`src/rtl/uart_pkg.sv`:
```
// uart_pkg: types and constants shared by the UART transmitter and, later, the receiver.
package uart_pkg;

    // Payload width of one UART character.
    localparam int UART_DATA_BITS = 8;

    // Width of the data-bit index (counts UART_DATA_BITS-1 down to 0).
    localparam int UART_BIT_IDX_W = $clog2(UART_DATA_BITS);

    // Transmitter frame phases. PARITY is only reachable when UART_TX_PARITY_EN is defined.
    typedef enum logic [2:0] {
        IDLE   = 3'd0,
        START  = 3'd1,
        DATA   = 3'd2,
        PARITY = 3'd3,
        STOP   = 3'd4
    } uart_tx_state_t;

    // Even parity bit: 1 when the byte holds an odd number of ones.
    function automatic logic even_parity(input logic [UART_DATA_BITS-1:0] data);
        return ^data;
    endfunction

endpackage

```
`src/rtl/uart_baud_tick.sv`:
```
// uart_baud_tick: free-running bit-period counter in the system clock domain.
// Counts 0..CYCLES_PER_BIT-1 and raises tick during the last cycle of each bit
// period. clear restarts the period so a frame can align to its accept cycle.
// Written to be shared with the UART receiver.
module uart_baud_tick #(
    parameter int CYCLES_PER_BIT = 5208
) (
    input  logic clk,
    input  logic rst,
    input  logic clear,
    output logic tick
);

    localparam int CNT_W = $clog2(CYCLES_PER_BIT + 1);
    localparam logic [CNT_W-1:0] LAST_COUNT = CNT_W'(CYCLES_PER_BIT - 1);

    // A bit period shorter than one clock cycle cannot be represented.
    generate
        if (CYCLES_PER_BIT < 1) begin : g_bad_cycles_per_bit
            $error("uart_baud_tick: CYCLES_PER_BIT must be >= 1");
        end
    endgenerate

    logic [CNT_W-1:0] r_count;

    // Bit-period counter: restart on clear or at the end of each period.
    // NOTE: sequential state uses non-blocking (<=) so every flop samples pre-edge values.
    always_ff @(posedge clk or posedge rst) begin
        if (rst) begin
            r_count <= '0;
        end else if (clear || (r_count == LAST_COUNT)) begin
            r_count <= '0;
        end else begin
            r_count <= r_count + 1'b1;
        end
    end

    assign tick = (r_count == LAST_COUNT);

endmodule

```
`src/rtl/uart_transmitter.sv`:
```
// uart_transmitter: serialises one byte per valid/ready handshake onto a UART line.
// Frame: start(0), 8 data bits MSB first, optional even parity, stop(1); idle line is 1.
// Build option: define UART_TX_PARITY_EN to insert the even-parity bit (11-bit frame);
// leave it undefined for a 10-bit frame with no parity logic at all.
module uart_transmitter
    import uart_pkg::*;
#(
    parameter int CLOCK_FREQ     = 50000000,
    parameter int BAUD_RATE      = 9600,
    parameter int CYCLES_PER_BIT = CLOCK_FREQ / BAUD_RATE
) (
    input  logic                      clk,
    input  logic                      rst,
    input  logic                      enable,
    input  logic [UART_DATA_BITS-1:0] tx_data,
    input  logic                      tx_valid,
    output logic                      tx_ready,
    output logic                      tx,
    output logic                      busy,
    output logic                      tx_done
);

    localparam logic [UART_BIT_IDX_W-1:0] MSB_IDX = UART_BIT_IDX_W'(UART_DATA_BITS - 1);

    uart_tx_state_t              r_state;
    uart_tx_state_t              w_state_next;
    logic [UART_DATA_BITS-1:0]   r_shift;
    logic [UART_DATA_BITS-1:0]   w_shift_next;
    logic [UART_BIT_IDX_W-1:0]   r_bit_idx;
    logic [UART_BIT_IDX_W-1:0]   w_bit_idx_next;
    logic                        r_tx;
    logic                        w_tx_next;
    logic                        r_tx_done;
    logic                        w_tx_done_next;
`ifdef UART_TX_PARITY_EN
    logic                        r_parity;
    logic                        w_parity_next;
`endif

    logic w_accept;
    logic w_tick;

    // Handshake: only an idle, enabled transmitter takes a byte.
    assign tx_ready = (r_state == IDLE) & enable;
    assign w_accept = tx_valid & tx_ready;

    // Bit timing restarts on accept so the start bit gets a full period.
    uart_baud_tick #(
        .CYCLES_PER_BIT (CYCLES_PER_BIT)
    ) u_baud_tick (
        .clk   (clk),
        .rst   (rst),
        .clear (w_accept),
        .tick  (w_tick)
    );

    // Frame register bank: state, shifter, bit index, registered line and done pulse.
    // NOTE: the shift register is reset too, so a reset mid-frame leaves no stale byte behind.
    always_ff @(posedge clk or posedge rst) begin
        if (rst) begin
            r_state   <= IDLE;
            r_shift   <= '0;
            r_bit_idx <= MSB_IDX;
            r_tx      <= 1'b1;
            r_tx_done <= 1'b0;
        end else begin
            r_state   <= w_state_next;
            r_shift   <= w_shift_next;
            r_bit_idx <= w_bit_idx_next;
            r_tx      <= w_tx_next;
            r_tx_done <= w_tx_done_next;
        end
    end

`ifdef UART_TX_PARITY_EN
    // Parity bit captured alongside the byte on accept.
    always_ff @(posedge clk or posedge rst) begin
        if (rst) begin
            r_parity <= 1'b0;
        end else begin
            r_parity <= w_parity_next;
        end
    end
`endif

    // Next-state logic; the line level is computed one cycle ahead so tx comes straight from a flop.
    // NOTE: every output of this block gets a default first, otherwise untouched paths infer latches.
    always_comb begin
        w_state_next   = r_state;
        w_shift_next   = r_shift;
        w_bit_idx_next = r_bit_idx;
        w_tx_next      = r_tx;
        w_tx_done_next = 1'b0;
`ifdef UART_TX_PARITY_EN
        w_parity_next  = r_parity;
`endif

        case (r_state)
            IDLE: begin
                w_tx_next = 1'b1;
                if (w_accept) begin
                    w_state_next   = START;
                    w_shift_next   = tx_data;
                    w_bit_idx_next = MSB_IDX;
                    w_tx_next      = 1'b0;
`ifdef UART_TX_PARITY_EN
                    w_parity_next  = even_parity(tx_data);
`endif
                end
            end

            START: begin
                if (w_tick) begin
                    w_state_next = DATA;
                    w_tx_next    = r_shift[UART_DATA_BITS-1];
                end
            end

            DATA: begin
                if (w_tick) begin
                    // Index decrements every bit and wraps 0 -> 7 as the byte ends.
                    w_bit_idx_next = r_bit_idx - 1'b1;
                    if (r_bit_idx == '0) begin
`ifdef UART_TX_PARITY_EN
                        w_state_next = PARITY;
                        w_tx_next    = r_parity;
`else
                        w_state_next = STOP;
                        w_tx_next    = 1'b1;
`endif
                    end else begin
                        w_shift_next = r_shift << 1;
                        w_tx_next    = r_shift[UART_DATA_BITS-2];
                    end
                end
            end

`ifdef UART_TX_PARITY_EN
            PARITY: begin
                if (w_tick) begin
                    w_state_next = STOP;
                    w_tx_next    = 1'b1;
                end
            end
`endif

            STOP: begin
                w_tx_next = 1'b1;
                if (w_tick) begin
                    w_state_next   = IDLE;
                    w_tx_done_next = 1'b1;
                end
            end

            default: begin
                w_state_next = IDLE;
                w_tx_next    = 1'b1;
            end
        endcase
    end

    assign tx      = r_tx;
    assign busy    = (r_state != IDLE);
    assign tx_done = r_tx_done;

endmodule

```
`config.mk`:
```
export PLATFORM = sky130hd
export DESIGN_NAME = uart_transmitter
export DESIGN_NICKNAME = d
export VERILOG_FILES = /design/src/rtl/uart_pkg.sv /design/src/rtl/uart_baud_tick.sv /design/src/rtl/uart_transmitter.sv
export SDC_FILE = /design/constraint.sdc
export NUM_CORES = 1
export LEC_CHECK = 0
export BUFFER_PORTS_ARGS = -buffer_cell sky130_fd_sc_hd__buf_2
export CORE_MARGIN = 8
export CORE_UTILIZATION = 45
export CTS_CLUSTER_SIZE = 14
export DETAILED_ROUTE_END_ITERATION = 8
export SYNTH_ARGS = -nofsm -noshare
export SYNTH_HDL_FRONTEND = slang
export SYNTH_SLANG_ARGS = --single-unit
```
`constraint.sdc`:
```
create_clock -name clk -period 3.68 [get_ports clk]
set_clock_uncertainty 0.2 [all_clocks]
set_input_delay 0.736 -clock clk [delete_from_list [all_inputs] [get_ports clk]]
set_output_delay 0.736 -clock clk [all_outputs]
set_load 0.005 [all_outputs]
```
=== Word level (Yosys, flattened, before mapping) ===
Index checks and enable logic that the tools add are counted.
W data, S select, Z words.

* Input port bits: 12
* Flip-flop bits (word level): 29
* Logic and storage cells: 50

* Mux-type cells: 21
* Eq/ne operators: 10
* Add/sub/neg operators: 2
* Bitwise gates (word level): 2
* Reduce and logical (&&, ||, !) cells: 9

{| class="wikitable"
|+ Operators by type and width
! cell !! number
|-
| $mux W8 || 3
|-
| $mux W3 || 7
|-
| $pmux W8 S2 || 1
|-
| $add A13 B1 Y13 const B || 1
|-
| $eq A13 B13 Y1 const B || 1
|-
| $mux W13 || 1
|-
| $pmux W3 S4 || 1
|-
| $ne A2 B1 Y1 const B || 4
|-
| $logic_not A3 Y1 || 2
|-
| $mux W1 || 6
|-
| $pmux W3 S2 || 1
|-
| $reduce_and A5 Y1 || 1
|-
| $ne A2 B2 Y1 const B || 2
|-
| $reduce_and A4 Y1 || 1
|-
| $eq A3 B1 Y1 const B || 1
|-
| $eq A3 B2 Y1 const B || 1
|-
| $eq A3 B3 Y1 const B || 1
|-
| $pmux W1 S3 || 1
|-
| $reduce_and A3 Y1 || 1
|-
| $reduce_bool A3 Y1 || 1
|-
| $sub A3 B1 Y3 const B || 1
|-
| $and A1 B1 Y1 || 2
|-
| $reduce_and A2 Y1 || 1
|-
| $reduce_bool A2 Y1 || 1
|-
| $logic_or A1 B1 Y1 || 1
|}

=== Depth between registers and ports, before layout ===
Gate-level depths: netlist of the first run.

* Depth after elaboration: 5
* Depth in mapped cells: 7
* Gate-level depth less buffers: 6

=== By module ===
From an unflattened synthesis of the first run, not the netlist that was laid out.

* Cell total of the unflattened synthesis: 156
* Area total of the unflattened synthesis: 1557.7 um^2

{| class="wikitable"
|+ Modules (own cells, without submodules)
! module !! instances !! sequential area each (um^2) !! area an instance (um^2) !! cells an instance
|-
| uart_transmitter || 1 || 405.4 || 902.1 || 91
|-
| uart_baud_tick || 1 || 325.3 || 655.6 || 65
|}

=== Worst setup path after synthesis of the first run ===
Ideal clock, no wire load.

* Path kind: register -> register
* Start: register u_baud_tick.r_count[0]
* End: register r_shift[5]
* Arrival time: 1.731 ns
* Slack: 1.667 ns
* Library setup time: 0.082 ns
* Path buffers: 1
* Required time: 3.398 ns
* Period minus slack after synthesis: 2.013 ns
* Stages on the path, launching flop included: 7
* Path through: dfrtp_1 ha_1 nand4_1 o41ai_4 buf_6 a21oi_1 a31oi_1

* Word-level cells in the longest chain between the ends: 3

{| class="wikitable"
|+ RTL lines
! item !! RTL line !! text
|-
| from (decl) || uart_baud_tick.sv:24 || <nowiki>logic [CNT_W-1:0] r_count;</nowiki>
|-
| from (signal assigned) || uart_baud_tick.sv:34 || <nowiki>r_count <= r_count + 1'b1;</nowiki>
|-
| $eq A13 B13 Y1 || uart_baud_tick.sv:38 || <nowiki>assign tick = (r_count == LAST_COUNT);</nowiki>
|-
| $ne A2 B1 Y1 (no line) || - ||
|-
| $reduce_and A4 Y1 (no line) || - ||
|-
| to (signal assigned) || uart_transmitter.sv:68 || <nowiki>r_shift <= w_shift_next;</nowiki>
|-
| to (decl) || uart_transmitter.sv:27 || <nowiki>logic [UART_DATA_BITS-1:0] r_shift;</nowiki>
|}

Every way passes these cells.
A chain may end at the register's enable or synchronous reset.

=== Final worst setup path of the first run ===
* Start: register u_baud_tick.r_count[0]
* End: register r_shift[0]

Same word-level chain as after synthesis.

==> metrics.md, run 1 <==
| Metric | Value |
|---|---|
| Maximum number of pins on one net before global-route repair | 28 |
| Number of iterations in the first detailed-routing pass | 4 |
| Final estimated routing congestion in global placement | 0.7386 |
| Die boundary height | 74.39 um |
| Worst hold path stage count | 1 |
| Via count of the first global-routing pass | 1,077 |
| Post-route clock period utilization | 0.6636 |
| Vias per inst | 5.294 |
| Endpoint kind of the worst setup timing path | register |
| Critical path's slowest cell | sky130_fd_sc_hd__o41ai_4 |
| Crit-path max FO | 15 |
| Count of yosys warnings during synthesis | 0 |
| Crit path buf inv count | 0 |
| Routed wirelength normalized by instance count | 13.46 um |
| Terminating pin of the worst hold path | u_baud_tick.r_count[0] |
| Worst reg2reg startpoint | u_baud_tick.r_count[0] |
| Synth Area per Inst | 10.09 um^2 |
| Leakage dissipation | 0.7280 nW |
| Setup Fix Bufs, Post-CTS | 0 |
| Clock latency at the later pin of the worst-skew pair | 320 ps |
| Crit Reg-Reg Endpoint | r_shift[0] |
| Number of synthesized register bits | 29 |
| Initial antenna violation count | 0 |
| Final worst path period need | 2442 ps |
| Critical path type | reg -> reg |
| Pins over their slew limit | 0 |
| Synthesized instance count | 152 |
| # IOs | 16 |
| Site row count | 21 |
| Root buffer cell | sky130_fd_sc_hd__clkbuf_4 |
| Leading cell type in the layout, fill and taps excluded | sky130_fd_sc_hd__dfrtp_1 |
| Tightest Pin Transition | 1010 ps |
| Number of clock buffers inserted by TritonCTS | 5 |
| Die Span X | 74.39 um |
| Hold Violations, Final | 0 |
| TritonCTS clock tree | built |
| Commonest cells after routing, fill and taps aside | sky130_fd_sc_hd__dfrtp_1 (25), sky130_fd_sc_hd__nor2_1 (17), sky130_fd_sc_hd__buf_2 (15) |
| # hold bufs at CTS | 0 |
| Ant. Diodes | 0 |
| Unrepaired setup endpoints after global routing | false |
| Layout-stage area growth over the synthesis result | 10.44% |
| Detail Placement HPWL | 2.110 mm |
| Register-to-register setup slack | 1240 ps |
| Critical path required time | 3690 ps |
| Core region area | 0.003311 mm^2 |
| Hold_sp | u_baud_tick.r_count[0] |
| Relative slew margins | 0.3258 |
| Startpoint type of the worst setup path | register |
| Clock edge transition at the registers on the reported setup and hold paths | 90 ps |
| Largest delay share family, worst path | compound AO/OA/AOI/OAI gates |
| First DRT Iteration DRCs | 33 |
| Share of the yosys chip area belonging to registers | 0.4763 |
| Number of unique standard cell types used by synthesis | 38 |
| Cell Pwr Density | 480.5 mW/mm^2 |
| Max rail drop VDD | 276.6 uV |
| Highest clock frequency the design can meet | 409.5 MHz |
| Total number of clock tree sinks | 29 |
| Final net count | 182 |
| Post-route antenna net violation count | 0 |
| Proportion of layout cells with a drive suffix above 1 | 0.2143 |
| Setup TNS | 0 ps |
| Die outline area | 0.005533 mm^2 |
| Overall routed net length | 2.881 mm |
| Delay of the slowest cell on the worst path | 800 ps |
| Syn nets | 167 |
| Global route overflow | 0 |
| Critical Path, Cell by Cell | ha_1 > nand4_1 > o41ai_4 > nand2_1 > a22o_1 |
| Port buffer count | 15 |
| Remaining design rule violation count | 0 |
| Post-layout total power | 0.0008141 W |
| Level count of the clock H-tree | 2 |
| Worst min-delay path category | reg -> reg |
| Number of cells on the worst reg-to-reg path | 5 |
| Global router's overall resource usage | 0.1185 |
| Data arrival time of the critical path | 2460 ps |
| Max capacitance violation total | 0 |
| Post-Syn Area | 0.001534 mm^2 |
| Global-route wire length before repair | 4.995 mm |
| Result of the run | completed |
| Number of buffers on the longest clock path | 2 |
| Number of cells upsized or downsized after cts | 0 |
| Starting density of the core | 0.4633 |
| Overall via count from detail_route | 1,133 |
| Count of final setup violators | 0 |
report_power, final:
group          leakage (nW)  internal, W  switching, W
Clock                0.0326    0.0000941      0.000105
Sequential            0.358     0.000391     0.0000656
Combinational         0.337    0.0000775     0.0000803
Total                 0.728     0.000563      0.000251
cell families after synthesis:
logic type | count (synthesis) | synth area share
compound gates | 26 | 0.1134
xor+xnor | 12 | 0.06852
fa+ha+maj | 3 | 0.02447
buf+inv | 16 | 0.04731
flops | 29 | 0.4763
mux | 8 | 0.05302
simple gates | 58 | 0.2170
area by class of cell:
type | count | area [um^2]
inverter | 7 | 26.28
fill | 324 | 1617
multi-input combinational | 107 | 730.7
sequential | 29 | 730.7
timing repair buffer | 17 | 90.09
clock buffer | 8 | 58.81
tap | 46 | 57.56
flip-flops by register name (all words and copies together) (netlist names):
name	flops
r_state	3
r_bit_idx	3
tx_done	1
u_baud_tick.r_count	13
r_shift	8
tx	1
worst register-to-register path: cells and delay by family (launching register included):
| family | cells | cell delay, ps |
|---|---|---|
| AND/OR/NAND/NOR | 2 | 430 |
| AO/OA/AOI/OAI | 2 | 1050 |
| adder cells (fa/ha/maj) | 1 | 260 |
| flip-flops | 1 | 390 |
Yosys cell counts (all sizes together):
| library cell | number | area share |
|---|---|---|
| dfrtp | 25 | 0.41 |
| nor2 | 17 | 0.042 |
| a21oi | 13 | 0.042 |
| nor3 | 11 | 0.039 |
| xnor2 | 9 | 0.051 |
| a31oi | 7 | 0.029 |
| inv | 7 | 0.017 |
| mux2i | 7 | 0.046 |
| nand3 | 7 | 0.023 |
| buf | 5 | 0.020 |
| clkbuf | 4 | 0.0098 |
| dfstp | 4 | 0.069 |
| and3 | 3 | 0.012 |
| ha | 3 | 0.024 |
| nand2 | 3 | 0.0073 |
| nand4 | 3 | 0.012 |
| nor4 | 3 | 0.022 |
| xor2 | 3 | 0.017 |
| nor3b | 2 | 0.013 |
| or3b | 2 | 0.011 |
| a2111oi | 1 | 0.0057 |
| a21o | 1 | 0.0049 |
| a22o | 1 | 0.0057 |
| and2 | 1 | 0.0041 |
| mux2 | 1 | 0.0073 |
| nand2b | 1 | 0.0041 |
| nand4bb | 1 | 0.0073 |
| nor2b | 1 | 0.0041 |
| o21ai | 1 | 0.0033 |
| o31ai | 1 | 0.0049 |
| o41ai | 1 | 0.018 |
| or2 | 1 | 0.0041 |
| or3 | 1 | 0.0041 |
| or4 | 1 | 0.0073 |
how the worst max path moves through the flow:
| stage | start | end | slack (ps) | cells past startpoint |
|---|---|---|---|---|
| finish | u_baud_tick.r_count[0] | r_shift[0] | 1240 | 5 |
| global route | u_baud_tick.r_count[0] | r_shift[0] | 1100 | 5 |
| CTS | u_baud_tick.r_count[0] | r_shift[0] | 1240 | 5 |
| detailed placement | u_baud_tick.r_count[0] | r_shift[0] | 1260 | 5 |
| global placement | u_baud_tick.r_count[0] | r_shift[0] | 1320 | 5 |
| floorplan | u_baud_tick.r_count[0] | r_shift[5] | 1670 | 6 |
through the flow:
step,hold slack [ps],utilization,setup WS (ps),instances,cell area [um^2]
after floorplan,254.9,-,1667,152,1534
after CTS,294.2,0.5117,1241,214,1694
after global placement,268.5,0.4940,1323,206,1635
after detailed placement,282.9,0.4940,1263,206,1635
after global routing,310.7,0.5117,1103,214,1694
final,287.3,0.5117,1238,214,1694
per-layer routing:
metal / vias to the layer above / wire length (um) / GRT usage
met4: 0 / 44 / 0.05217
met3: 6 / 153 / 0.04852
met1: 539 / 1386 / 0.1570
li1: 569 / - / -
met2: 19 / 1297 / 0.1636
met5: - / 0 / 0
No activity file was read; power rests on OpenSTA's default activity.
==> run 2: changes to the inputs <==
--- a/config.mk
+++ b/config.mk
@@ -5,11 +5,13 @@
 export SDC_FILE = /design/constraint.sdc
 export NUM_CORES = 1
 export LEC_CHECK = 0
+export ABC_AREA = 1
 export BUFFER_PORTS_ARGS = -buffer_cell sky130_fd_sc_hd__buf_2
 export CORE_MARGIN = 8
 export CORE_UTILIZATION = 45
 export CTS_CLUSTER_SIZE = 14
 export DETAILED_ROUTE_END_ITERATION = 8
+export PLACE_DENSITY = 0.66
 export SYNTH_ARGS = -nofsm -noshare
 export SYNTH_HDL_FRONTEND = slang
 export SYNTH_SLANG_ARGS = --single-unit
==> constraint.sdc (replaced) <==
create_clock -name clk -period 2.1 [get_ports clk]
set_clock_uncertainty 0.2 [all_clocks]
set_input_delay 0.42 -clock clk [delete_from_list [all_inputs] [get_ports clk]]
set_output_delay 0.42 -clock clk [all_outputs]
set_load 0.005 [all_outputs]
==> run 2 against run 1 <==
Against the previous run: register-to-register slack lost 990 ps; synthesized area rose by 14%; cell count increased by 36%; utilization is 1.5 points higher; worst setup slack lost 1000 ps; critical path depth decreased by 1; routed wire length is 19% higher; synthesized cell count is 46% higher; critical path type is now reg -> out.
==> metrics.md, run 2 <==
| Metric | Value |
|---|---|
| Result of the run | completed |
| Syn nets | 237 |
| Cell type with the highest aggregate area in the netlist | sky130_fd_sc_hd__dfrtp_1 |
| Flip-flop count of the largest register after layout | 13 |
| Crit-path max FO | 4 |
| Clock network power share | 0.191 |
| Most frequent cells after synthesis | sky130_fd_sc_hd__nand2_1 (74), sky130_fd_sc_hd__dfrtp_1 (25), sky130_fd_sc_hd__nand3_1 (20) |
| Root buffer cell | sky130_fd_sc_hd__clkbuf_8 |
| Count of yosys warnings during synthesis | 0 |
| Number of unique standard cell types used by synthesis | 32 |
| Setup TNS | 0 ps |
| Endpoint kind of the worst setup timing path | primary output |
| Number of iterations in the first detailed-routing pass | 4 |
| Tightest Pin Transition | 369.5 ps |
| Die outline area | 0.006128 mm^2 |
| Number of buffers on the longest clock path | 2 |
| Setup Fix Bufs, Post-CTS | 0 |
| Critical path's slowest cell | sky130_fd_sc_hd__dfrtp_1 |
| Die Span X | 78.28 um |
| Number of enable-type register cells in the synthesized netlist | 0 |
| Final worst path period need | 1909 ps |
| Post-synth ARST share | 1.000 |
| Unrepaired setup endpoints after global routing | false |
| Max capacitance violation total | 0 |
| Layout-stage area growth over the synthesis result | 11.40% |
| Detail Placement HPWL | 2.602 mm |
| Delay of the slowest cell on the worst path | 430 ps |
| Main synth FF type | sky130_fd_sc_hd__dfrtp_1 |
| Overall routed net length | 3.434 mm |
| Maximum number of pins on one net before global-route repair | 30 |
| # IOs | 16 |
| Remaining design rule violation count | 0 |
| Global route overflow | 0 |
| Crit Reg-Reg Endpoint | r_bit_idx[1] |
| Leading cell type in the layout, fill and taps excluded | sky130_fd_sc_hd__nand2_1 |
| Worst min-delay path category | in -> async |
| Initial antenna violation count | 0 |
| Part of the total power dissipated in sequential elements | 0.382 |
| Switching share of total power | 0.4168 |
| Worst reg2reg startpoint | r_state[0] |
| Largest registers | u_baud_tick.r_count: 13 flops, r_shift: 8 flops |
| Commonest cells after routing, fill and taps aside | sky130_fd_sc_hd__nand2_1 (74), sky130_fd_sc_hd__dfrtp_1 (25), sky130_fd_sc_hd__nand3_1 (20) |
| Util after Layout | 0.5271 |
| Most area-consuming cells after synthesis | sky130_fd_sc_hd__dfrtp_1 (36%), sky130_fd_sc_hd__nand2_1 (16%), sky130_fd_sc_hd__dfstp_2 (6.0%) |
| Pins over their slew limit | 0 |
| Power dissipated by switching net loads | 0.0009879 W |
| Cell Int Power | 0.001383 W |
| Startpoint type of the worst setup path | register |
| Via count of the first global-routing pass | 1,372 |
| Hold Violations, Final | 0 |
| Number of fill cells | 370 |
| Post-Syn Area | 0.001745 mm^2 |
| Global-route wire length before repair | 6.099 mm |
| Critical Path, Cell by Cell | inv_2 > nand3_2 > nor2_2 > buf_2 |
| Max rail drop VDD | 597.4 uV |
| Number of cells upsized or downsized after cts | 0 |
| Core region area | 0.003689 mm^2 |
| TritonCTS clock tree | built |
| Ant. Diodes | 0 |
| Synth Area per Inst | 7.862 um^2 |
| Proportion of layout cells with a drive suffix above 1 | 0.2562 |
| Cell Pwr Density | 1219 mW/mm^2 |
| Routed wirelength normalized by instance count | 11.84 um |
| Level count of the clock H-tree | 2 |
| Clock latency at the later pin of the worst-skew pair | 270 ps |
| Total number of clock tree sinks | 29 |
| Number of cells on the worst reg-to-reg path | 8 |
| Die boundary height | 78.28 um |
| Critical path type | reg -> out |
| Synthesized instance count | 222 |
| Critical path required time | 1480 ps |
| Global router's overall resource usage | 0.1254 |
| Data arrival time of the critical path | 1290 ps |
| Fraction of synthesized cell area taken by the top area cell type | 0.3584 |
| First DRT Iteration DRCs | 61 |
| Register-to-register setup slack | 250 ps |
| Port buffer count | 15 |
| Count of final setup violators | 0 |
| Post-route antenna net violation count | 0 |
| Final estimated routing congestion in global placement | 0.8716 |
| Site row count | 22 |
| Number of synthesized register bits | 29 |
| Vias per inst | 4.814 |
| Leakage dissipation | 0.9716 nW |
| Final net count | 257 |
| Overall via count from detail_route | 1,396 |
| Combinational fraction of design power | 0.427 |
| Reg with most FFs | u_baud_tick.r_count |
| Relative slew margins | 0.7537 |
| Highest clock frequency the design can meet | 523.7 MHz |
| # hold bufs at CTS | 0 |
| Starting density of the core | 0.4732 |
| Most repeated cell in the gate-level netlist after synthesis | sky130_fd_sc_hd__nand2_1 |
| Share of the yosys chip area belonging to registers | 0.4186 |
| Clock edge transition at the registers on the reported setup and hold paths | 60 ps |
| Post-route clock period utilization | 0.9093 |
| Number of clock buffers inserted by TritonCTS | 5 |
run 2: per-layer routing:
metal	GRT usage	part of all wire	vias to the layer above
met2	0.1947	0.45	12
li1	-	-	747
met1	0.1543	0.51	631
met4	0.06481	0.015	0
met3	0.03645	0.031	6
met5	0	0	-
run 2: area by class of cell:
type | instances | area, um^2 | share of cell area
inverter | 24 | 92.59 | 0.04762
tap | 48 | 60.06 | 0.03089
timing repair buffer | 16 | 82.58 | 0.04247
clock buffer | 7 | 86.33 | 0.04440
sequential | 29 | 730.7 | 0.3758
multi-input combinational | 166 | 892.1 | 0.4588
run 2: worst max-delay path by stage:
stage	from	cells past startpoint	to	slack, ps
floorplan	r_bit_idx[0]	10	r_shift[6]	480
global placement	r_state[0]	8	r_bit_idx[1]	260
detailed placement	r_state[0]	8	r_bit_idx[1]	260
CTS	r_state[0]	4	tx_ready	180
global route	r_state[0]	8	r_bit_idx[1]	70
finish	r_state[0]	4	tx_ready	190
run 2: critical path: cells and delay by family, from the launching register on:
| family | cells | cell delay, ps |
|---|---|---|
| AND/OR/NAND/NOR | 2 | 300 |
| buffers and inverters | 2 | 280 |
| flip-flops | 1 | 430 |
run 2: power by group through the flow:
stage	sequential [W]	clock, W	combinational, W
6_report	0.000905	0.000453	0.00101
2_1_floorplan	0.000882	0	0.000849
4_1_cts	0.000904	0.000467	0.00103
3_3_place_gp	0.000915	0	0.00101
3_5_place_dp	0.000912	0	0.00102
5_1_grt	0.000929	0.000492	0.00119
run 2: cells by family after synthesis:
kind of cell | after synthesis | synth area share
buffers and inverters | 27 | 0.07025
adders and majority gates | 3 | 0.02151
DFF | 29 | 0.4186
and+or+nand+nor | 149 | 0.4294
AOI/OAI and AO/OA | 12 | 0.05018
xor gates and xnor gates | 2 | 0.01004
run 2: metrics by stage:
step / worst slack [ps] / hold WS (ps) / cell area (um^2) / instances / total power (W)
5_1_grt: 72.51 / 33.55 / 1944 / 290 / 0.002606
3_5_place_dp: 261.9 / 251.6 / 1858 / 283 / 0.001934
4_1_cts: 176.5 / 9.273 / 1944 / 290 / 0.002399
3_3_place_gp: 262.5 / 243.1 / 1858 / 283 / 0.001920
6_report: 190.5 / 2.089 / 1944 / 290 / 0.002371
2_1_floorplan: 476.2 / 230.6 / 1745 / 222 / 0.001731
